[src/rtl/hazard_ctrl.sv]
// -----------------------------------------------------------------------------
// hazard_ctrl
// Decode-stage hazard unit for a five-stage MIPS-style pipeline. It tracks the
// destination/timing of the instructions in E, M, W and one stage past W (WD).
// From that tracking it works out D-stage operand forwarding selects and a
// stall request. All outputs are combinational from the D inputs and the
// tracking registers.
//
// Optional feature: define HAZARD_MD_STALL_EN to add a mult/div busy counter.
// Any hi/lo/mult/div instruction in D then stalls while the unit is busy.
//
// Ports
//   clk                  rising-edge clock
//   reset                asynchronous active-high reset
//   rs_D, rt_D           source register numbers of the D instruction
//   Tuse_rs, Tuse_rt     cycles until D consumes each operand (3 = unused)
//   A3_D                 destination register of the D instruction (0 = none)
//   Tnew_D               cycles from E entry until the result is forwardable
//   src_D                result source: 0 ALU, 1 MEM, 2 PC+8, 3 hi/lo read
//   md_start_D           mult/div issue
//   md_type_D            0 mult, 1 div
//   md_use_D             any hi/lo/mult/div instruction
//   ForwardRSD/RTD       operand selects: 0 RF, 1 M ALU, 2 W, 3 WD,
//                        4 E PC+8, 5 M PC+8, 6 M hi/lo
//   stall                freeze F/D and insert a bubble into E
// -----------------------------------------------------------------------------
module hazard_ctrl (
  input  logic       clk,
  input  logic       reset,
  input  logic [4:0] rs_D,
  input  logic [4:0] rt_D,
  input  logic [1:0] Tuse_rs,
  input  logic [1:0] Tuse_rt,
  input  logic [4:0] A3_D,
  input  logic [1:0] Tnew_D,
  input  logic [1:0] src_D,
  input  logic       md_start_D,
  input  logic       md_type_D,
  input  logic       md_use_D,
  output logic [2:0] ForwardRSD,
  output logic [2:0] ForwardRTD,
  output logic       stall
);

  localparam logic [1:0] SRC_ALU = 2'd0;
  localparam logic [1:0] SRC_PC8 = 2'd2;
  localparam logic [1:0] SRC_MD  = 2'd3;

  typedef struct packed {
    logic [4:0] a3;
    logic [1:0] tnew;
    logic [1:0] src;
    logic       md_start;
  } entry_t;

  entry_t     d_entry_s;
  entry_t     e_r, m_r, w_r, wd_r;
  logic [3:0] rs_res_s, rt_res_s;
  logic       md_stall_s;
  logic       stall_s;
  logic       unused_s;

  // Moving one stage further down: Tnew counts down and saturates at zero.
  function automatic entry_t advance(input entry_t ent);
    entry_t res;
    res = ent;
    if (ent.tnew != 2'd0) begin
      res.tnew = ent.tnew - 2'd1;
    end else begin
      res.tnew = 2'd0;
    end
    return res;
  endfunction

  // Select code a matching M entry provides once its value is ready.
  function automatic logic [2:0] m_code(input logic [1:0] src);
    logic [2:0] code;
    case (src)
      SRC_ALU: code = 3'd1;
      SRC_PC8: code = 3'd5;
      SRC_MD:  code = 3'd6;
      default: code = 3'd0;  // a load is never ready while still in M
    endcase
    return code;
  endfunction

  // Resolve one operand: returns {stall, select}. The nearest producer wins;
  // while its value is not ready the select stays 0, and either a stall or
  // forwarding in a later pipeline stage supplies the operand.
  function automatic logic [3:0] resolve(input logic [4:0] r, input logic [1:0] tuse,
                                         input entry_t e, input entry_t m,
                                         input entry_t w, input entry_t wd);
    logic       st;
    logic [1:0] tnew;
    logic [2:0] code;
    st   = 1'b0;
    tnew = 2'd0;
    code = 3'd0;
    if (r == 5'd0 || tuse == 2'd3) begin
      code = 3'd0;  // $0 never matches; Tuse 3 means operand unused
    end else if (e.a3 == r) begin
      tnew = e.tnew;
      code = (e.src == SRC_PC8) ? 3'd4 : 3'd0;
    end else if (m.a3 == r) begin
      tnew = m.tnew;
      code = m_code(m.src);
    end else if (w.a3 == r) begin
      tnew = w.tnew;
      code = 3'd2;
    end else if (wd.a3 == r) begin
      tnew = wd.tnew;
      code = 3'd3;
    end else begin
      code = 3'd0;
    end
    st = (tnew > tuse);
    if (st || tnew != 2'd0) begin
      code = 3'd0;
    end else begin
      code = code;
    end
    return {st, code};
  endfunction

`ifdef HAZARD_MD_STALL_EN
  logic       e_md_type_r;
  logic [3:0] md_busy_r;

  // D fields as they would enter E.
  always_comb begin
    d_entry_s.a3       = A3_D;
    d_entry_s.tnew     = Tnew_D;
    d_entry_s.src      = src_D;
    d_entry_s.md_start = md_start_D;
  end

  // Busy counter: loaded once the mult/div has sat in E for its cycle.
  always_ff @(posedge clk or posedge reset) begin
    if (reset) begin
      e_md_type_r <= 1'b0;
      md_busy_r   <= 4'd0;
    end else begin
      e_md_type_r <= stall_s ? 1'b0 : md_type_D;
      if (e_r.md_start) begin
        md_busy_r <= e_md_type_r ? 4'd10 : 4'd5;
      end else if (md_busy_r != 4'd0) begin
        md_busy_r <= md_busy_r - 4'd1;
      end else begin
        md_busy_r <= 4'd0;
      end
    end
  end

  // Hi/lo users wait while a mult/div is in E or still busy.
  always_comb begin
    md_stall_s = md_use_D & ((md_busy_r != 4'd0) | e_r.md_start);
  end

  // Fields that the forwarding logic never looks at.
  assign unused_s = ^{m_r.md_start, w_r.md_start, w_r.src, wd_r.md_start, wd_r.src};
`else
  // D fields as they would enter E; mult/div issue is not tracked.
  always_comb begin
    d_entry_s.a3       = A3_D;
    d_entry_s.tnew     = Tnew_D;
    d_entry_s.src      = src_D;
    d_entry_s.md_start = 1'b0;
  end

  // Without the busy counter there is never a mult/div stall.
  always_comb begin
    md_stall_s = 1'b0;
  end

  // Mult/div inputs and fields that nothing looks at in this build.
  assign unused_s = ^{md_start_D, md_type_D, md_use_D, e_r.md_start, m_r.md_start,
                      w_r.md_start, w_r.src, wd_r.md_start, wd_r.src};
`endif

  // Tracking pipeline: E takes D or a bubble; later stages always shift.
  always_ff @(posedge clk or posedge reset) begin
    if (reset) begin
      e_r  <= '0;
      m_r  <= '0;
      w_r  <= '0;
      wd_r <= '0;
    end else begin
      e_r  <= stall_s ? '0 : d_entry_s;
      m_r  <= advance(e_r);
      w_r  <= advance(m_r);
      wd_r <= w_r;
    end
  end

  // Per-operand resolution and combined stall request.
  always_comb begin
    rs_res_s = resolve(rs_D, Tuse_rs, e_r, m_r, w_r, wd_r);
    rt_res_s = resolve(rt_D, Tuse_rt, e_r, m_r, w_r, wd_r);
    stall_s  = rs_res_s[3] | rt_res_s[3] | md_stall_s;
  end

  // Outputs are held quiet for as long as reset is high.
  always_comb begin
    if (reset) begin
      ForwardRSD = 3'd0;
      ForwardRTD = 3'd0;
      stall      = 1'b0;
    end else begin
      ForwardRSD = rs_res_s[2:0];
      ForwardRTD = rt_res_s[2:0];
      stall      = stall_s;
    end
  end

endmodule

[config.mk]
export PLATFORM = sky130hd
export DESIGN_NAME = hazard_ctrl
export DESIGN_NICKNAME = d
export VERILOG_FILES = /design/src/rtl/hazard_ctrl.sv
export SDC_FILE = /design/constraint.sdc
export NUM_CORES = 1
export LEC_CHECK = 0
export CELL_PAD_IN_SITES_DETAIL_PLACEMENT = 1
export CELL_PAD_IN_SITES_GLOBAL_PLACEMENT = 1
export CORE_UTILIZATION = 40
export DETAILED_ROUTE_END_ITERATION = 6
export PLACE_DENSITY = 0.8
export SLEW_MARGIN = 15
export SYNTH_ARGS = -nofsm -noshare
export SYNTH_HDL_FRONTEND = slang
export SYNTH_SLANG_ARGS = --single-unit
[constraint.sdc]
create_clock -name clk -period 4.69 [get_ports clk]
set_clock_uncertainty 0.15 [all_clocks]
set_input_delay 0.7035 -clock clk [delete_from_list [all_inputs] [get_ports clk]]
set_output_delay 0.7035 -clock clk [all_outputs]
set_load 0.02 [all_outputs]
==> metrics.md <==
| Metric | Value |
|---|---|
| Measured slew at the worst slew-check pin | 372 ps |
| Endpoints failing setup | 0 |
| Detailed Place HPWL | 4450 um |
| Post-synth EDFFs | 0 |
| Cts bufs inserted | 5 |
| Final Cell Area | 2770 um^2 |
| I/O Buffers | 31 |
| Number of global-route vias before repair | 1978 |
| CP cell instances | dlygate4sd2_1 -> xor2_2 -> nor3_4 -> a32oi_1 -> a221oi_2 -> nand2b_1 -> ha_1 -> nor2b_1 -> o21ai_1 -> and2_4 -> nand4b_4 -> a2111oi_2 -> clkdlybuf4s15_2 |
| Die Y | 71.7 um |
| Yosys cell types | 44 |
| PD cells | 324 nW/um^2 |
| Met2 WL | 3360 um |
| Arrival time worst endpoint | 3690 ps |
| H-tree levels | 2 |
| CTS tree | done |
| Asr flop ratio synth | 1.00 |
| Mapped cell area | 1940 um^2 |
| Fill cells | 502 |
| CP Data Required Time | 3840 ps |
| Worst VDD drop | 0.000206 V |
| Net Count, Synth | 231 |
| Initial Utilization | 0.431 |
| Die area | about 5100 um^2 |
| Total Wirelength | 6310 um |
| Via-per-instance ratio | 5.54 |
| Skew-Pair Late Insertion Delay | between 200 and 300 ps |
| Fin crit share | 0.969 |
| CP Max Fanout | 5 |
| Share of layout cells above drive strength 1 | 0.311 |
| Largest net degree at the start of global routing | 16 |
| DRT Pass-1 Iters | 4 |
| Metal3 WL | 186 um |
| Die X-Extent | 71.7 um |
| RSZ-0062 raised after global routing | yes |
| Placed Area | 2550 um^2 |
| Hold Path Class | flop to flop |
| Final Critical Period | 4550 ps |
| Slowest CP cell | dlygate4sd2_1 |
| Final nets | 298 |
| Grt ovf | 0 |
| Final hold viol count | 0 |
| Critical path class | input pin to primary output |
| Slowest Stage Delay on Critical Path | 330 ps |
| Antenna violations before repair | 0 |
| Sink Count | 32 |
| Most common cell in the synthesized netlist | dfrtp_1 |
| Largest area contributor in the netlist | dfrtp_1 |
| Routed length on met1 | around 2600 um |
| Max layer used | met4 |
| CTS root buf | clkbuf_8 |
| Top_reg_cell synth | dfrtp_1 |
| Synth Area per Inst | a little under 10 um^2 |
| Clock transition at path regs | 70 ps |
| Final antenna-violating net count | 0 |
| DRC | 0 |
| Gate Count Post-Synth | slightly below 200 |
| TNS Setup | 0 ps |
| Post-synthesis sequential area ratio | 0.413 |
| GPL Wtd Cong | 0.807 |
| First-pass GRT wire length | 10300 um |
| Max-slew headroom | 0.752 |
| Pleak | 1.27 nW |
| I/O pin total | 35 |
| Fmax | about 220 MHz |
| Max-slew violation count | 0 |
| Crit end category | primary output |
| Clock Tree Buf Depth | 2 |
| DRT iter0 DRCs | 84 |
| DR vias | 1766 |
| Status | finished clean |
| CORE AREA | 4500 um^2 |
| Largest cells by area after synthesis | dfrtp_1 (41%), xor2_1 (10%), xnor2_1 (7.7%) |
| Max Cap Viol | 0 |
| Antenna cell count | 0 |
| Area grow syn2layout | 42.5% |
| Startpoint types | input pin |
| #FFs+latches synth | 32 |
| WL per Instance | 19.8 um |
| Total power draw | between 0.8 and 0.9 mW |
| Most frequent cells after synthesis | dfrtp_1 (32), xor2_1 (23), nand2_1 (17), xnor2_1 (17), nor2_1 (14) |
| Synthesis warning total | 0 |
| Gr usage total | 0.270 |
| Cell Rows | 24 |
| Synth top area share | 0.413 |
timing repair:
item	4_1_cts	5_1_grt
resized for setup	48	13
endpoints found under the hold margin	0	0
gates cloned	0	0
hold buffers	0	0
endpoints found under the setup margin	7	7
setup buffers	1	1
pin swaps	2	6
registers in the layout, summed over array words and instances, names as in the netlist:
name and cells:
wd_r 7, e_r 9, m_r 9, w_r 7
per-layer routing:
| metal | GRT usage | vias up |
|---|---|---|
| met5 | 0 | - |
| met4 | 0.109 | 0 |
| met3 | 0.0309 | 13 |
| met2 | 0.479 | 50 |
| met1 | 0.334 | 890 |
| li1 | - | 813 |
report_power, final:
| group | switching [mW] | internal (mW) |
|---|---|---|
| clock | 0.108 | 0.188 |
| sequential | 0.0396 | 0.309 |
| combinational | 0.127 | 0.126 |
| total | 0.275 | 0.622 |
worst max-delay path: cells and delay by family:
kind	cells	cell delay, ps
AOI/OAI and AO/OA	4	990
and+or+nand+nor	5	910
buffers and inverters	2	630
adders and majority gates	1	230
xor gates and xnor gates	1	220
path summary, 6_finish.rpt:
check                           endpoint  cells past startpoint  slack [ps]    start
max reg2reg                       e_r[8]                     11        1910   w_r[6]
min reg2reg                       m_r[1]                      0         220   e_r[1]
max in group asynchronous         w_r[4]                      3        3270    reset
min                               m_r[1]                      0         220   e_r[1]
max                        ForwardRSD[1]                     13         140  rs_D[4]
min in group asynchronous         e_r[4]                      2         570    reset
placed cells by master (no fill, tap or decap), types with 2 or more instances in the layout:
cell / instances
mux2_2: 2
nand3_1: 9
nor3_1: 4
a32oi_1: 2
clkdlybuf4s50_1: 14
nand3_2: 2
xnor2_1: 15
clkbuf_8: 7
nor2b_1: 3
xor2_2: 2
nand2b_1: 2
buf_4: 44
a31oi_1: 2
and3_1: 9
o21ai_1: 2
clkdlybuf4s15_2: 2
a21oi_1: 2
nor3_2: 2
inv_1: 5
xnor2_2: 2
clkbuf_2: 2
nand2_1: 17
dfrtp_1: 32
ha_1: 4
xor2_1: 21
nor2_1: 13
and2_1: 5
dlygate4sd2_1: 8
a211o_1: 2
through the flow:
stage / cells / worst slack, ps / util / hold slack, ps
after global placement: 309 / -517 / 0.567 / 197
after CTS: 318 / 45.5 / 0.609 / 224
after floorplan: 199 / 325 / - / 196
final: 319 / 144 / 0.614 / 222
after detailed placement: 309 / -798 / 0.567 / 206
after global routing: 319 / -38.5 / 0.614 / 239
cell families after synthesis:
family,after synthesis,share of synthesized area
xor+xnor,40,0.181
flops,32,0.413
buf+inv,18,0.0413
fa+ha+maj,4,0.0258
mux,2,0.0116
compound gates,23,0.101
simple gates,80,0.228
layout make-up:
class                   count  area, um^2  area share
clock buffers               7        96.3      0.0348
clock inverters             1        30.0      0.0109
inverters                   5        18.8     0.00679
multi-input cells         149        1150       0.417
flip-flops and latches     32         801       0.290
well taps                  52        65.1      0.0235
repair buffers             73         601       0.217
(Power assumes the default switching activity.)
